==> src/rtl/div_pkg.sv <==
// Shared types and constants for the iterative RV32M divider.
package div_pkg;

   // funct3[1:0] encoding of the divide/remainder group
   typedef enum logic [1:0] {
      DIV_S = 2'b00,
      DIV_U = 2'b01,
      REM_S = 2'b10,
      REM_U = 2'b11
   } div_op_t;

   typedef enum logic [1:0] {
      IDLE = 2'b00,
      CALC = 2'b01,
      DONE = 2'b10
   } div_state_t;

   // Major opcode shared by the M-extension instructions
   localparam logic [6:0] OPC_MULDIV = 7'b0110011;

endpackage

==> src/rtl/div_step.sv <==
// One restoring-division iteration: shift remainder:quotient left by one,
// try to subtract the divisor, and record success as the new quotient LSB.
module div_step #(
   parameter int WIDTH = 32
) (
   input  logic [WIDTH-1:0] rem_in,
   input  logic [WIDTH-1:0] quo_in,
   input  logic [WIDTH-1:0] divisor,
   output logic [WIDTH-1:0] rem_out,
   output logic [WIDTH-1:0] quo_out
);

   logic [WIDTH:0] rem_shift;
   logic           ge;

   // Trial subtraction; the result always fits in WIDTH bits because the
   // incoming remainder is below the divisor, so modular WIDTH-bit math is exact.
   always_comb begin
      rem_shift = {rem_in, quo_in[WIDTH-1]};
      ge        = rem_shift >= {1'b0, divisor};
      rem_out   = rem_shift[WIDTH-1:0] - (ge ? divisor : '0);
      quo_out   = {quo_in[WIDTH-2:0], ge};
   end

endmodule

==> src/rtl/div_unit.sv <==
// Multi-cycle RV32M DIV/DIVU/REM/REMU unit for the execute stage.
// Optional macro DIV_FAST_PATH_EN: divide-by-zero and signed overflow finish
// straight from IDLE instead of running the full iteration loop.
// Handshake: div_stall is high while the op is accepted or iterating; the
// result is valid only in the single cycle div_done is high, which is also the
// cycle the pipeline advances and captures it.
module div_unit
   import div_pkg::*;
#(
   parameter int WIDTH = 32
) (
   input  logic             clk,
   input  logic             rst,
   input  logic             div_en,
   input  logic [1:0]       div_op,
   input  logic [WIDTH-1:0] src_a,
   input  logic [WIDTH-1:0] src_b,
   output logic [WIDTH-1:0] result,
   output logic             div_stall,
   output logic             div_done
);

   localparam int CNT_W = $clog2(WIDTH + 1);

   div_state_t       state, state_next;
   logic [CNT_W-1:0] cnt;
   logic [WIDTH-1:0] rem_q, quo_q, dvsr_q;
   logic             neg_quo_q, neg_rem_q;
   div_op_t          op_q;

   div_op_t          op_in;
   logic             is_signed, b_zero, ovf, fast_go;
   logic [WIDTH-1:0] abs_a, abs_b;
   logic [WIDTH-1:0] step_rem, step_quo;
   logic [WIDTH-1:0] quo_fix, rem_fix;

   // Operand decode: magnitudes for signed ops and the two special cases
   always_comb begin
      op_in     = div_op_t'(div_op);
      is_signed = (op_in == DIV_S) || (op_in == REM_S);
      abs_a     = (is_signed && src_a[WIDTH-1]) ? -src_a : src_a;
      abs_b     = (is_signed && src_b[WIDTH-1]) ? -src_b : src_b;
      b_zero    = (src_b == '0);
      ovf       = is_signed && (src_a == {1'b1, {(WIDTH-1){1'b0}}}) && (src_b == '1);
   end

`ifdef DIV_FAST_PATH_EN
   assign fast_go = b_zero || ovf;
`else
   assign fast_go = 1'b0;
`endif

   div_step #(.WIDTH(WIDTH)) u_step (
      .rem_in  (rem_q),
      .quo_in  (quo_q),
      .divisor (dvsr_q),
      .rem_out (step_rem),
      .quo_out (step_quo)
   );

   // State register
   always_ff @(posedge clk or posedge rst) begin
      if (rst) state <= IDLE;
      else     state <= state_next;
   end

   // Next-state logic and stall/done strobes
   always_comb begin
      state_next = state;
      div_stall  = 1'b0;
      div_done   = 1'b0;
      case (state)
         IDLE: begin
            if (div_en) begin
               div_stall  = 1'b1;
               state_next = fast_go ? DONE : CALC;
            end
         end
         CALC: begin
            div_stall = 1'b1;
            if (cnt == CNT_W'(1)) state_next = DONE;
         end
         DONE: begin
            div_done   = 1'b1;
            state_next = IDLE;
         end
         default: state_next = IDLE;
      endcase
   end

   // Operand capture in IDLE, one restoring iteration per CALC cycle.
   // The fast path preloads the values the loop would have converged to.
   always_ff @(posedge clk or posedge rst) begin
      if (rst) begin
         cnt       <= '0;
         rem_q     <= '0;
         quo_q     <= '0;
         dvsr_q    <= '0;
         neg_quo_q <= 1'b0;
         neg_rem_q <= 1'b0;
         op_q      <= DIV_S;
      end else begin
         case (state)
            IDLE: begin
               if (div_en) begin
                  op_q      <= op_in;
                  dvsr_q    <= abs_b;
                  neg_quo_q <= (op_in == DIV_S) && (src_a[WIDTH-1] ^ src_b[WIDTH-1]) && !b_zero;
                  neg_rem_q <= (op_in == REM_S) && src_a[WIDTH-1];
                  if (fast_go) begin
                     cnt   <= '0;
                     quo_q <= b_zero ? '1 : abs_a;
                     rem_q <= b_zero ? abs_a : '0;
                  end else begin
                     cnt   <= CNT_W'(WIDTH);
                     quo_q <= abs_a;
                     rem_q <= '0;
                  end
               end
            end
            CALC: begin
               rem_q <= step_rem;
               quo_q <= step_quo;
               cnt   <= cnt - CNT_W'(1);
            end
            default: ;
         endcase
      end
   end

   // Sign fixup and result select, driven only during DONE
   always_comb begin
      quo_fix = neg_quo_q ? -quo_q : quo_q;
      rem_fix = neg_rem_q ? -rem_q : rem_q;
      result  = '0;
      if (state == DONE)
         result = ((op_q == REM_S) || (op_q == REM_U)) ? rem_fix : quo_fix;
   end

endmodule

==> config.mk <==
export PLATFORM = sky130hd
export DESIGN_NAME = div_unit
export DESIGN_NICKNAME = d
export VERILOG_FILES = /design/src/rtl/div_pkg.sv /design/src/rtl/div_step.sv /design/src/rtl/div_unit.sv
export SDC_FILE = /design/constraint.sdc
export NUM_CORES = 1
export LEC_CHECK = 0
export CAP_MARGIN = 20
export CORE_MARGIN = 5
export CORE_UTILIZATION = 49
export CTS_BUF_LIST = sky130_fd_sc_hd__clkbuf_2
export CTS_CLUSTER_SIZE = 12
export DETAILED_ROUTE_END_ITERATION = 10
export GPL_ROUTABILITY_DRIVEN = 0
export PLACE_DENSITY_LB_ADDON = 0.15
export SLEW_MARGIN = 15
export SYNTH_ARGS = -nofsm -noshare
export SYNTH_HDL_FRONTEND = slang
export SYNTH_SLANG_ARGS = --single-unit
==> constraint.sdc <==
create_clock -name clk -period 7.65 [get_ports clk]
set_clock_uncertainty 0.05 [all_clocks]
set_input_delay 1.53 -clock clk [delete_from_list [all_inputs] [get_ports clk]]
set_output_delay 1.53 -clock clk [all_outputs]
set_load 0.05 [all_outputs]
After elaboration in Yosys (flattened, before gate mapping)
Index checks and enable logic that the tools add are counted.
{"block": "op_classes", "n_addsub": 6, "order_cmp": 1, "n_eq_ne": 8, "muxes": 19, "bitwise": 1, "n_reduce_logical": 15}
{"op": "2-to-1 mux 32 bit", "n": 9}
{"op": "negation 32 bit", "n": 4}
{"op": "one-hot mux 32 bit (2 select lines)", "n": 2}
{"op": "greater-or-equal comparator 33 x 32 -> 1 bit", "n": 1}
{"op": "zero test 32 bit", "n": 1}
{"op": "subtractor 32 bit", "n": 1}
{"op": "one-hot mux 6 bit (2 select lines)", "n": 1}
{"op": "equality test 2 bit, second input constant", "n": 4}
{"op": "equality test 6 x 1 -> 1 bit, second input constant", "n": 1}
{"op": "2-to-1 mux 6 bit", "n": 1}
{"op": "AND reduction 2 bit", "n": 3}
{"op": "subtractor 6 x 1 -> 6 bit, second input constant", "n": 1}
{"op": "logical AND 1 bit", "n": 5}
{"op": "zero test 2 bit", "n": 2}
{"op": "2-to-1 mux 2 bit", "n": 2}
{"op": "inequality test 2 bit, second input constant", "n": 2}
{"op": "one-hot mux 2 bit (2 select lines)", "n": 1}
{"op": "equality test 2 x 1 -> 1 bit, second input constant", "n": 1}
{"op": "logical OR 1 bit", "n": 2}
{"op": "2-to-1 mux 1 bit", "n": 2}
{"op": "one-hot mux 1 bit (2 select lines)", "n": 1}
{"op": "nonzero test 2 bit", "n": 1}
{"op": "zero test 1 bit", "n": 1}
{"op": "bitwise XOR 1 bit", "n": 1}
{"block": "word_totals", "reg_bits": 108, "inputBits": 69, "word_cells": 58}

Logic depth before layout (Yosys ltp)
{"block": "depth", "ltp_word": 6, "depth_mapped": 20, "ltp_nobuf": 20}

Modules after synthesis
A second synthesis with hierarchy kept.
{"block": "hier_totals", "cells_unflattened": 1214, "hier_area_um2": 10022.1}
{"module": "div_unit", "instances": 1, "cells_per_inst": 829, "area_per_inst_um2": 7269.5, "seq_area_each_um2": 2677.6}
{"module": "div_step", "instances": 1, "cells_per_inst": 385, "area_per_inst_um2": 2752.6, "seq_area_each_um2": 0.0}

Least setup slack after synthesis
Ideal clock, no wire load.
{"block": "synth_path", "path_type": "register -> output", "startpoint": "register quo_q[10]", "endpoint": "output result[22]", "t_arrival_ps": 3300, "required_time_ps": 6070, "setup_slack_ps": 2770, "stages_incl_launch_ff": 8, "path_buffers": 0, "path_cell_list": "dfrtp_1 > or4_4 > or3_4 > or3_4 > o41ai_2 > xnor2_1 > nor2_1 > a211oi_1"}
{"block": "synth_via", "elab_chain_len": 4}
{"item": "from (decl)", "line": "div_unit.sv:27", "text": "logic [WIDTH-1:0] rem_q, quo_q, dvsr_q;"}
{"item": "from (signal assigned)", "line": "div_unit.sv:112", "text": "quo_q <= b_zero ? '1 : abs_a;"}
{"item": "from (signal assigned)", "line": "div_unit.sv:116", "text": "quo_q <= abs_a;"}
{"item": "from (signal assigned)", "line": "div_unit.sv:123", "text": "quo_q <= step_quo;"}
{"item": "negation 32 bit", "line": "div_unit.sv:133", "text": "quo_fix = neg_quo_q ? -quo_q : quo_q;"}
{"item": "2-to-1 mux 32 bit", "line": "div_unit.sv:133"}
{"item": "2-to-1 mux 32 bit", "line": "div_unit.sv:137", "text": "result = ((op_q == REM_S) || (op_q == REM_U)) ? rem_fix : quo_fix;"}
{"item": "2-to-1 mux 32 bit", "line": "div_unit.sv:136", "text": "if (state == DONE)"}
{"item": "to (decl)", "line": "div_unit.sv:18", "text": "output logic [WIDTH-1:0] result,"}
No other way between the ends.

Worst setup path in the final report
{"block": "layout_path", "startpoint": "register rem_q[4]", "endpoint": "output result[31]"}
{"block": "layout_via", "elab_chain_len": 4}
{"item": "from (decl)", "line": "div_unit.sv:27"}
{"item": "from (signal assigned)", "line": "div_unit.sv:113", "text": "rem_q <= b_zero ? abs_a : '0;"}
{"item": "from (signal assigned)", "line": "div_unit.sv:122", "text": "rem_q <= step_rem;"}
{"item": "negation 32 bit", "line": "div_unit.sv:134", "text": "rem_fix = neg_rem_q ? -rem_q : rem_q;"}
{"item": "2-to-1 mux 32 bit", "line": "div_unit.sv:134"}
{"item": "2-to-1 mux 32 bit", "line": "div_unit.sv:137"}
{"item": "2-to-1 mux 32 bit", "line": "div_unit.sv:136"}
No other way between the ends.

==> flow_metrics.env <==
export IMPL_grt_pass1_vias=8752
export IMPL_path_max_fanout=8
export IMPL_track_usage_pct=24.2
export IMPL_fin_hold_ws_ns=0.457
export IMPL_clock_sinks=107
export IMPL_synthCells=1235
export IMPL_stdcell_area_um2=11000
export IMPL_ys_top_cells_by_count="nand2_1, o21ai_0, dfrtp_1, nor2_1, xnor2_1"
export IMPL_cts_resized=0
export IMPL_cts_tree="built"
export IMPL_fmax_mhz=166
export IMPL_p_sw_share_pct=53.2
export IMPL_ctsHoldBuffers=0
export IMPL_io_buffer_count=102
export IMPL_min_period_ns=6.03
export IMPL_power_per_cell_area_nw_per_um2=462
export IMPL_cts_root_buf="clkbuf_2"
export IMPL_cpMaxStageDelayCell="clkdlybuf4s50_1"
export IMPL_worstMarginPinSlew_ns=1.07
export IMPL_grt_pass1_wl_um=44400
export IMPL_setup_viol=0
export IMPL_synth_edf_count=0
export IMPL_p_int_uw=2390
export IMPL_dieWidth_um=151
export IMPL_htreeDepth=3
export IMPL_clk_latency_ns=0.64
export IMPL_drive_above_1_share_pct=4.14
export IMPL_layout_nets=1446
export IMPL_crit_chain="nor3_2 > nand2_1 > inv_2 > nand4_1 > or4_1 > o31ai_1 > xor2_1 > a211oi_1 > clkdlybuf4s50_1"
export IMPL_fin_ws_ns=1.62
export IMPL_dieHeight_um=151
export IMPL_worstSetupPathType="register to output pin"
export IMPL_num_io_pins=103
export IMPL_p_sw_uw=2710
export IMPL_ant_nets=0
export IMPL_netlist_top_cells_area="dfrtp_1, ha_1, nand2_1"
export IMPL_yosys_warnings=0
export IMPL_coreArea_um2=19500
export IMPL_worstPathArrival_ns=4.45
export IMPL_pre_cts_slack_ns=2.37
export IMPL_ys_seq_elements=107
export IMPL_dpl_hpwl_um=21000
export IMPL_syn_num_nets=1382
export IMPL_hold_path_class="register to register"
export IMPL_avgSynthCellArea_um2=7.86
export IMPL_combPwrFrac_pct=67.5
export IMPL_leakage_uw=0.00443
export IMPL_synth_top_area_share_pct=27.6
export IMPL_cp_end_kind="output pin"
export IMPL_synth_main_ff_cell="dfrtp_1"
export IMPL_grt_max_degree=81
export IMPL_clkPwrFrac_pct=5.2
export IMPL_start_kind="register"
export IMPL_ys_seq_area_share_pct=27.6
export IMPL_synthToLayoutAreaGrowth_pct=13.7
export IMPL_wl_um=27200
export IMPL_worstPathRequired_ns=6.07
export IMPL_yosysUniqueCellTypes=69
export IMPL_syn_area_um2=9710
export IMPL_setup_tns_ns=0
export IMPL_max_stage_delay_ns=0.88
export IMPL_post_cts_setup_buffer_count=0
export IMPL_post_drt_via_cell_ratio=5.91
export IMPL_cts_clk_slew_worst_paths_ns=0.33
export IMPL_ir_drop_mv=0.259
export IMPL_status="completed"
export IMPL_detail_route_drc_violations=0
export IMPL_num_rows=51
export IMPL_drv_cap=0
export IMPL_cts_buffers=9
export IMPL_finalCritPeriodShare_pct=78.8
export IMPL_drtIter0Drc=683
export IMPL_yosys_area_top_type="dfrtp_1"
export IMPL_yosysMostFrequentCell="nand2_1"
export IMPL_report_final_slew_viol_count=0
export IMPL_start_util_pct=49.9
export IMPL_placed_area_um2=10900
export IMPL_dr_pass1_iters=6
export IMPL_vias=9277
export IMPL_dieArea_um2=22700
export IMPL_cts_max_path_buffers=2
export IMPL_grt_overflow_total=0
export IMPL_wire_per_inst_um=17.3
export IMPL_power_frac_seq_pct=27.2
export IMPL_rsz0062_at_grt="no"
export IMPL_antenna_found_initial=1
export IMPL_async_flop_share_pct=100
export IMPL_hold_viol=0
export IMPL_p_total_uw=5100
export IMPL_slew_limit_headroom_pct=28.9
export IMPL_ff2ff_setup_slack_ns=2.32
-- critical path, delay by kind of cell (launching register included) --
kind | cells | cell delay (ns)
compound gates | 2 | 0.73
xor+xnor | 1 | 0.11
buf+inv | 2 | 0.99
flops | 1 | 0.56
simple gates | 4 | 1.43
-- cells in the final DEF (no fill, tap or decap), types with 10 or more instances in the layout --
master           synthesis  layout
nand2_1                185     185
o21ai_0                124     124
dfrtp_1                107     106
clkdlybuf4s50_1          0     102
nor2_1                  92      91
xnor2_1                 79      79
ha_1                    77      77
a21oi_1                 68      68
inv_1                   62      61
xor2_1                  58      58
a211oi_1                39      39
a22oi_1                 30      30
o31ai_1                 26      26
nor3_1                  20      19
nand3_1                 15      15
o21ai_1                 15      14
nor4_1                  12      12
nand2b_1                12      12
o41ai_1                 11      11
and3_1                  10      10
-- flip-flops by register name (all words and copies together), names as in the netlist --
| name | count |
|---|---|
| dvsr_q | 32 |
| cnt | 6 |
| op_q | 1 |
| state | 2 |
| neg_quo_q | 1 |
| rem_q | 32 |
| neg_rem_q | 1 |
| quo_q | 32 |
-- final cells by class --
class	count	area, µm²
timing repair buffer	110	1080
sequential	107	2680
inverter	63	239
clock inverter	7	60.1
tap	265	332
fill	1857	8420
clock buffer	9	45.0
antenna	1	2.50
multi-input combinational	1008	6610
-- power groups by stage --
stage	registers (µW)	logic, µW	clock network (µW)
final	1390	3450	267
after global routing	1440	3930	294
after CTS	1380	3440	278
after detailed placement	1390	3420	0
after global placement	1380	3370	0
after floorplan	1150	2770	0
-- metrics by stage --
| step | util, % | std cells |
|---|---|---|
| CTS | 56.7 | 1569 |
| floorplan | - | 1235 |
| finish | 56.7 | 1570 |
| global route | 56.7 | 1570 |
| detailed placement | 56.2 | 1553 |
| global placement | 56.2 | 1553 |
-- layer usage --
| layer | up-vias | track usage, % | part of all wire, % |
|---|---|---|---|
| met5 | - | 0 | 0 |
| met4 | 0 | 7.71 | 2.5 |
| met3 | 42 | 3.43 | 5.0 |
| met2 | 255 | 39.8 | 47 |
| met1 | 4424 | 32.8 | 45 |
| li1 | 4556 | - | - |
-- final timing paths --
| kind | from | endpoint | cells after the start |
|---|---|---|---|
| max | rem_q[4] | result[31] | 9 |
| min | cnt[4] | cnt[4] | 1 |
| max reg2reg | rem_q[7] | rem_q[25] | 17 |
| min reg2reg | cnt[4] | cnt[4] | 1 |
| max in group asynchronous | rst | op_q[1] | 3 |
| min in group asynchronous | rst | dvsr_q[5] | 2 |
-- logic make-up after synthesis --
logic type / Yosys count / share of synthesized area, %
compound gates: 377 / 24.8
xor+xnor: 137 / 12.4
fa+ha+maj: 78 / 10.1
buf+inv: 120 / 4.64
flops: 107 / 27.6
mux: 5 / 0.515
simple gates: 411 / 20.0
Power figures use the tool's default switching activity.
==> RTL change 1 (same settings) <==
`WIDTH` is set to 32 in 2 places; all go to 64.
--- a/src/rtl/div_step.sv
+++ b/src/rtl/div_step.sv
@@ -1,7 +1,7 @@
 // One restoring-division iteration: shift remainder:quotient left by one,
 // try to subtract the divisor, and record success as the new quotient LSB.
 module div_step #(
-   parameter int WIDTH = 32
+   parameter int WIDTH = 64
 ) (
    input  logic [WIDTH-1:0] rem_in,
    input  logic [WIDTH-1:0] quo_in,
--- a/src/rtl/div_unit.sv
+++ b/src/rtl/div_unit.sv
@@ -7,7 +7,7 @@
 module div_unit
    import div_pkg::*;
 #(
-   parameter int WIDTH = 32
+   parameter int WIDTH = 64
 ) (
    input  logic             clk,
    input  logic             rst,
Ports: changed (resized result, src_a and src_b); port bits go from 103 to 199. The function was not compared with the original's and may differ.
==> RTL change 1 against the unedited design <==
Utilization rose by 0.10 points; total power rose by 120%; sequential cell count rose by 97; clock power rose to 2.8 times the old value; area after synthesis rose by 97%; routed wire length rose by 120%; worst setup slack got worse by 1100 ps; register-to-register slack got worse by 510 ps; sequential share of layout area fell by 1.0 points; design area rose by 99%.
==> RTL change 1: results (changes against the unedited design) <==
Global routing
  – Grt met2 use: 40.0% (was 39.8%)
  – Total GRT Usage: 26.3% (was 24.2%)
  – Initial antenna violation count: 2 (was 1)
  – Met1 Use GR: 38.0% (was 32.8%)
  – Met3 global-route usage: 5.38% (was 3.43%)
  – Largest net degree at the start of global routing: 107 (was 81)
  – Vias in the first global route: 17,900 (was 8,752)
  – First-pass GRT wire length: 95.5 mm (was 44.4 mm)

Drt
  – Pre-Repair DR Iteration Count: 5 (was 6)
  – DR vias: 18,800 (was 9,277)
  – Drt first-iter violations: 1,379 (was 683)
  – WL/cell: 18.8 um (was 17.3 um)

STA
  – Max_slew headroom: 37.5% (was 28.9%)
  – Final TNS setup: 0 ps (unchanged)

Hold path
  – Hold_sp: cnt[5] (was cnt[4])

Status
  – Outcome: finished clean (unchanged)

Synth
  – Post-synthesis net count: 2,717 (was 1,382)
  – Yosys cell types: 76 (was 69)
  – Avg Inst Size Synth: 7.87 um2 (was 7.86 um2)
  – Main area contributors after synthesis: dfrtp_1, ha_1, xor2_1 (was dfrtp_1, ha_1, nand2_1)
  – Seq/Total Area, Yosys: 26.6% (was 27.6%)
  – Synth cell count leaders: nand2_1, o21ai_0, dfrtp_1 (unchanged)

Clocking
  – Htree depth: 2 (was 3)
  – Largest buffer count on any clock path: 3 (was 2)
  – CTS Buf Count: 54 (was 9)
  – Clk_lat worst skew: 990 ps (was 640 ps)
  – CTS clock-pin slew for the worst setup and hold paths: 110 ps (was 330 ps)

Power
  – Max VDD drop: 0.256 mV (was 0.259 mV)
  – Leak pwr: 8.76 nW (was 4.43 nW)

Layout
  – Share of layout cells above drive strength 1: 5.54% (was 4.14%)
  – Fill cells: 3,574 (was 1,857)
  – Layout Nets: 2,866 (was 1,446)
  – Top Registers: dvsr_q (64), quo_q (64), rem_q (64) (was dvsr_q (32), quo_q (32), rem_q (32))
  – Fin cells: 3,138 (was 1,570)

Critical path
  – RR Startpoint: dvsr_q[2] (was rem_q[7])
  – Crit Path Max Fanout: 9 (was 8)
  – CP Data Arrival Time: 5520 ps (was 4450 ps)
  – CP startpoint: rem_q[16] (was rem_q[4])

Placed design
  – Dpl cells: 3,045 (was 1,553)
  – Dpl hpwl: 45.0 mm (was 21.0 mm)
  – Port Buffers: 198 (was 102)

Run
  – Max-cap violations: 0 (unchanged)
[RTL change 1: path summary, 6_finish.rpt]
kind,depth (start not counted),to,slack (ps)
setup / recovery,10,result[51],550
hold / removal,1,cnt[5],450
setup reg to reg,21,rem_q[49],1810
hold reg to reg,1,cnt[5],450
max in group asynchronous,3,op_q[1],5160
min in group asynchronous,2,quo_q[10],950
[RTL change 1: cell families (layout without fill, tap and decap cells)]
logic type                 Yosys count  count (layout)  share of synthesized area [%]
DFF                                204             204                           26.6
buffers and inverters              224             408                           4.49
adders and majority gates          149             149                           9.77
other                                0               1                              0
and+or+nand+nor                    743             743                           18.6
xor gates and xnor gates           305             305                           13.9
AOI/OAI and AO/OA                  804             804                           26.2
muxes                                6               6                          0.320
[RTL change 1: worst reg2reg max path: cells and delay by family, from the launching register on]
family | cells | cell delay (ps)
buffers and inverters | 2 | 460
xor gates and xnor gates | 1 | 140
adders and majority gates | 2 | 670
DFF | 1 | 460
and+or+nand+nor | 2 | 190
AOI/OAI and AO/OA | 14 | 3730
[RTL change 1: power by group through the flow]
stage | Clock, mW | Combinational (mW) | Sequential [mW]
floorplan | 0 | 6.19 | 2.25
global placement | 0 | 7.73 | 2.58
detailed placement | 0 | 7.89 | 2.62
CTS | 0.784 | 7.94 | 2.60
global route | 0.833 | 9.03 | 2.72
finish | 0.749 | 8.03 | 2.64
[RTL change 1: repair_timing]
action	4_1_cts	5_1_grt
setup endpoints to repair	0	3
resized for setup	0	1
hold buffers	0	0
[RTL change 1: layout make-up]
cell class	instances	share of cell area [%]
Multi-Input combinational cell	2007	60.3
Sequential cell	204	23.2
Timing Repair Buffer	217	9.73
Tap cell	518	2.95
Inverter	100	1.74
Clock buffer	76	1.73
Clock inverter	15	0.279
Antenna cell	1	0.0114
[RTL change 1: stage by stage]
stage / total power, mW / hold slack (ps) / instance area, um2 / worst slack (ps)
final: 11.4 / 454 / 22000 / 545
after global routing: 12.6 / 483 / 22000 / 168
after CTS: 11.3 / 454 / 21900 / 223
after detailed placement: 10.5 / 413 / 21500 / 1330
after global placement: 10.3 / 407 / 21500 / 1500
after floorplan: 8.43 / 393 / 19200 / 503
[RTL change 1: metal layers]
metal | vias to the layer above | wire [um]
met3 | 105 | 4690
met4 | 2 | 1630
met2 | 700 | 25400
met1 | 8806 | 27300
met5 | - | 20
li1 | 9157 | -
==> RTL change 2 (config.mk and constraints unchanged) <==
Without the edit above. Re-encode `div_state_t` (3 states) as one-hot, 3 bits wide.
--- a/src/rtl/div_pkg.sv
+++ b/src/rtl/div_pkg.sv
@@ -9,10 +9,10 @@
       REM_U = 2'b11
    } div_op_t;
 
-   typedef enum logic [1:0] {
-      IDLE = 2'b00,
-      CALC = 2'b01,
-      DONE = 2'b10
+   typedef enum logic [2:0] {
+      IDLE = 3'b001,
+      CALC = 3'b010,
+      DONE = 3'b100
    } div_state_t;
 
    // Major opcode shared by the M-extension instructions
Formal check against the unedited RTL: same outputs for any inputs over 10 cycles, from zero or initial values and one cycle with rst high; not proved beyond that.
==> RTL change 2 against the unedited design <==
Total power down 15%; largest cell class unchanged; utilization fell by 0.41 points; sequential cell count up 1; synthesized cell count shrank 2.7%; critical endpoint is now result[21]; area after synthesis is 1.6% lower; non-clock buffer count stayed put; worst setup slack worse by 96 ps; clock power up 5%; sequential power down 13%; design area fell by 1.4%; global-route usage decreased by 1.5 points; routed wire length decreased by 6.7%; critical path type unchanged.
==> RTL change 2: results (changes against the unedited design) <==
Synth
  – Synth cell count leaders: nand2_1, o21ai_0, dfrtp_1 (unchanged)
  – Synthesized-area fraction occupied by adder cells: 10.3% (was 10.1%)
  – XOR/XNOR Fraction of Synth Area: 13.6% (was 12.4%)
  – Main area contributors after synthesis: dfrtp_1, ha_1, xnor2_1 (was dfrtp_1, ha_1, nand2_1)
  – Gate Count Post-Synth: 1,202 (was 1,235)
  – Seq/Total Area, Yosys: 28.3% (was 27.6%)
  – Yosys cell types: 64 (was 69)
  – Compound-Gate Fraction of Synth Area: 24.2% (was 24.8%)

Hold path
  – Hold Crit Endpoint: cnt[5] (was cnt[4])
  – Hold_sp: cnt[5] (was cnt[4])

Status
  – Outcome: finished clean (unchanged)

Drt
  – DR vias: 8,809 (was 9,277)
  – WL final: 25.4 mm (was 27.2 mm)
  – WL/cell: 16.5 um (was 17.3 um)
  – Pre-Repair DR Iteration Count: 5 (was 6)

Layout
  – Share of layout cells above drive strength 1: 3.30% (was 4.14%)
  – Fill cells: 1,852 (was 1,857)
  – Layout Nets: 1,413 (was 1,446)

Power
  – Sw frac: 51.9% (was 53.2%)
  – Leak pwr: 4.57 nW (was 4.43 nW)
  – Max VDD drop: 0.425 mV (was 0.259 mV)
  – Logic pwr share: 65.6% (was 67.5%)
  – Internal power: 2.09 mW (was 2.39 mW)
  – Seq. pwr: 1.21 mW (was 1.39 mW)

Critical path
  – R2R depth: 20 (was 17)
  – Reg2reg setup slack: 2350 ps (was 2320 ps)
  – Crit Path Max Fanout: 6 (was 8)

Placed design
  – Dpl hpwl: 19.7 mm (was 21.0 mm)
  – Dpl cells: 1,519 (was 1,553)

Global routing
  – First-pass GRT wire length: 41.3 mm (was 44.4 mm)
  – Vias in the first global route: 8,306 (was 8,752)
  – Met1 Use GR: 30.1% (was 32.8%)
  – Total GRT Usage: 22.7% (was 24.2%)
  – Grt met2 use: 38.4% (was 39.8%)
  – Met3 global-route usage: 3.85% (was 3.43%)

STA
  – Max_slew headroom: 27.5% (was 28.9%)

Clocking
  – Clk_lat worst skew: 690 ps (was 640 ps)
-- RTL change 2: changes by cell type after synthesis, sizes merged, moves of 7 or more --
cell,delta
nand3,+8
xor2,+7
a211oi,-9
nand2,-25
o31ai,-7
nor2,-15
-- RTL change 2: how the worst max path moves through the flow --
stage / start / to / slack [ps] / depth (start not counted)
6_report: quo_q[2] / result[21] / 1520 / 9
5_1_grt: quo_q[2] / result[21] / 1190 / 9
4_1_cts: quo_q[2] / result[21] / 1530 / 9
3_5_place_dp: quo_q[2] / result[30] / 2380 / 10
3_3_place_gp: quo_q[2] / result[21] / 2390 / 9
2_1_floorplan: quo_q[6] / result[30] / 2480 / 10
-- RTL change 2: critical path: cells and delay by family, from the launching register on --
family,cells,cell delay [ps]
AOI/OAI and AO/OA,2,700
and+or+nand+nor,5,1570
buffers and inverters,1,890
DFF,1,540
xor gates and xnor gates,1,160
-- RTL change 2: cell type report --
type / count / share of cell area [%]
Timing Repair Buffer: 110 / 10.0
Sequential cell: 108 / 24.8
Multi-Input combinational cell: 970 / 58.6
Antenna cell: 1 / 0.0230
Tap cell: 265 / 3.04
Clock inverter: 7 / 0.678
Inverter: 67 / 2.33
Clock buffer: 9 / 0.414
-- RTL change 2: layer usage --
metal  vias to the layer above  part of all wire [%]
li1                       4415                     -
met1                      4164                    46
met2                       191                    48
met3                        39                   3.8
met4                         0                   2.2
met5                         -                     0
-- RTL change 2: metrics by stage --
stage	setup slack [ps]	area (um2)	hold WS, ps
finish	1520	10900	453
CTS	1530	10900	447
global route	1190	10900	492
detailed placement	2380	10700	420
floorplan	2480	9560	396
global placement	2390	10700	409
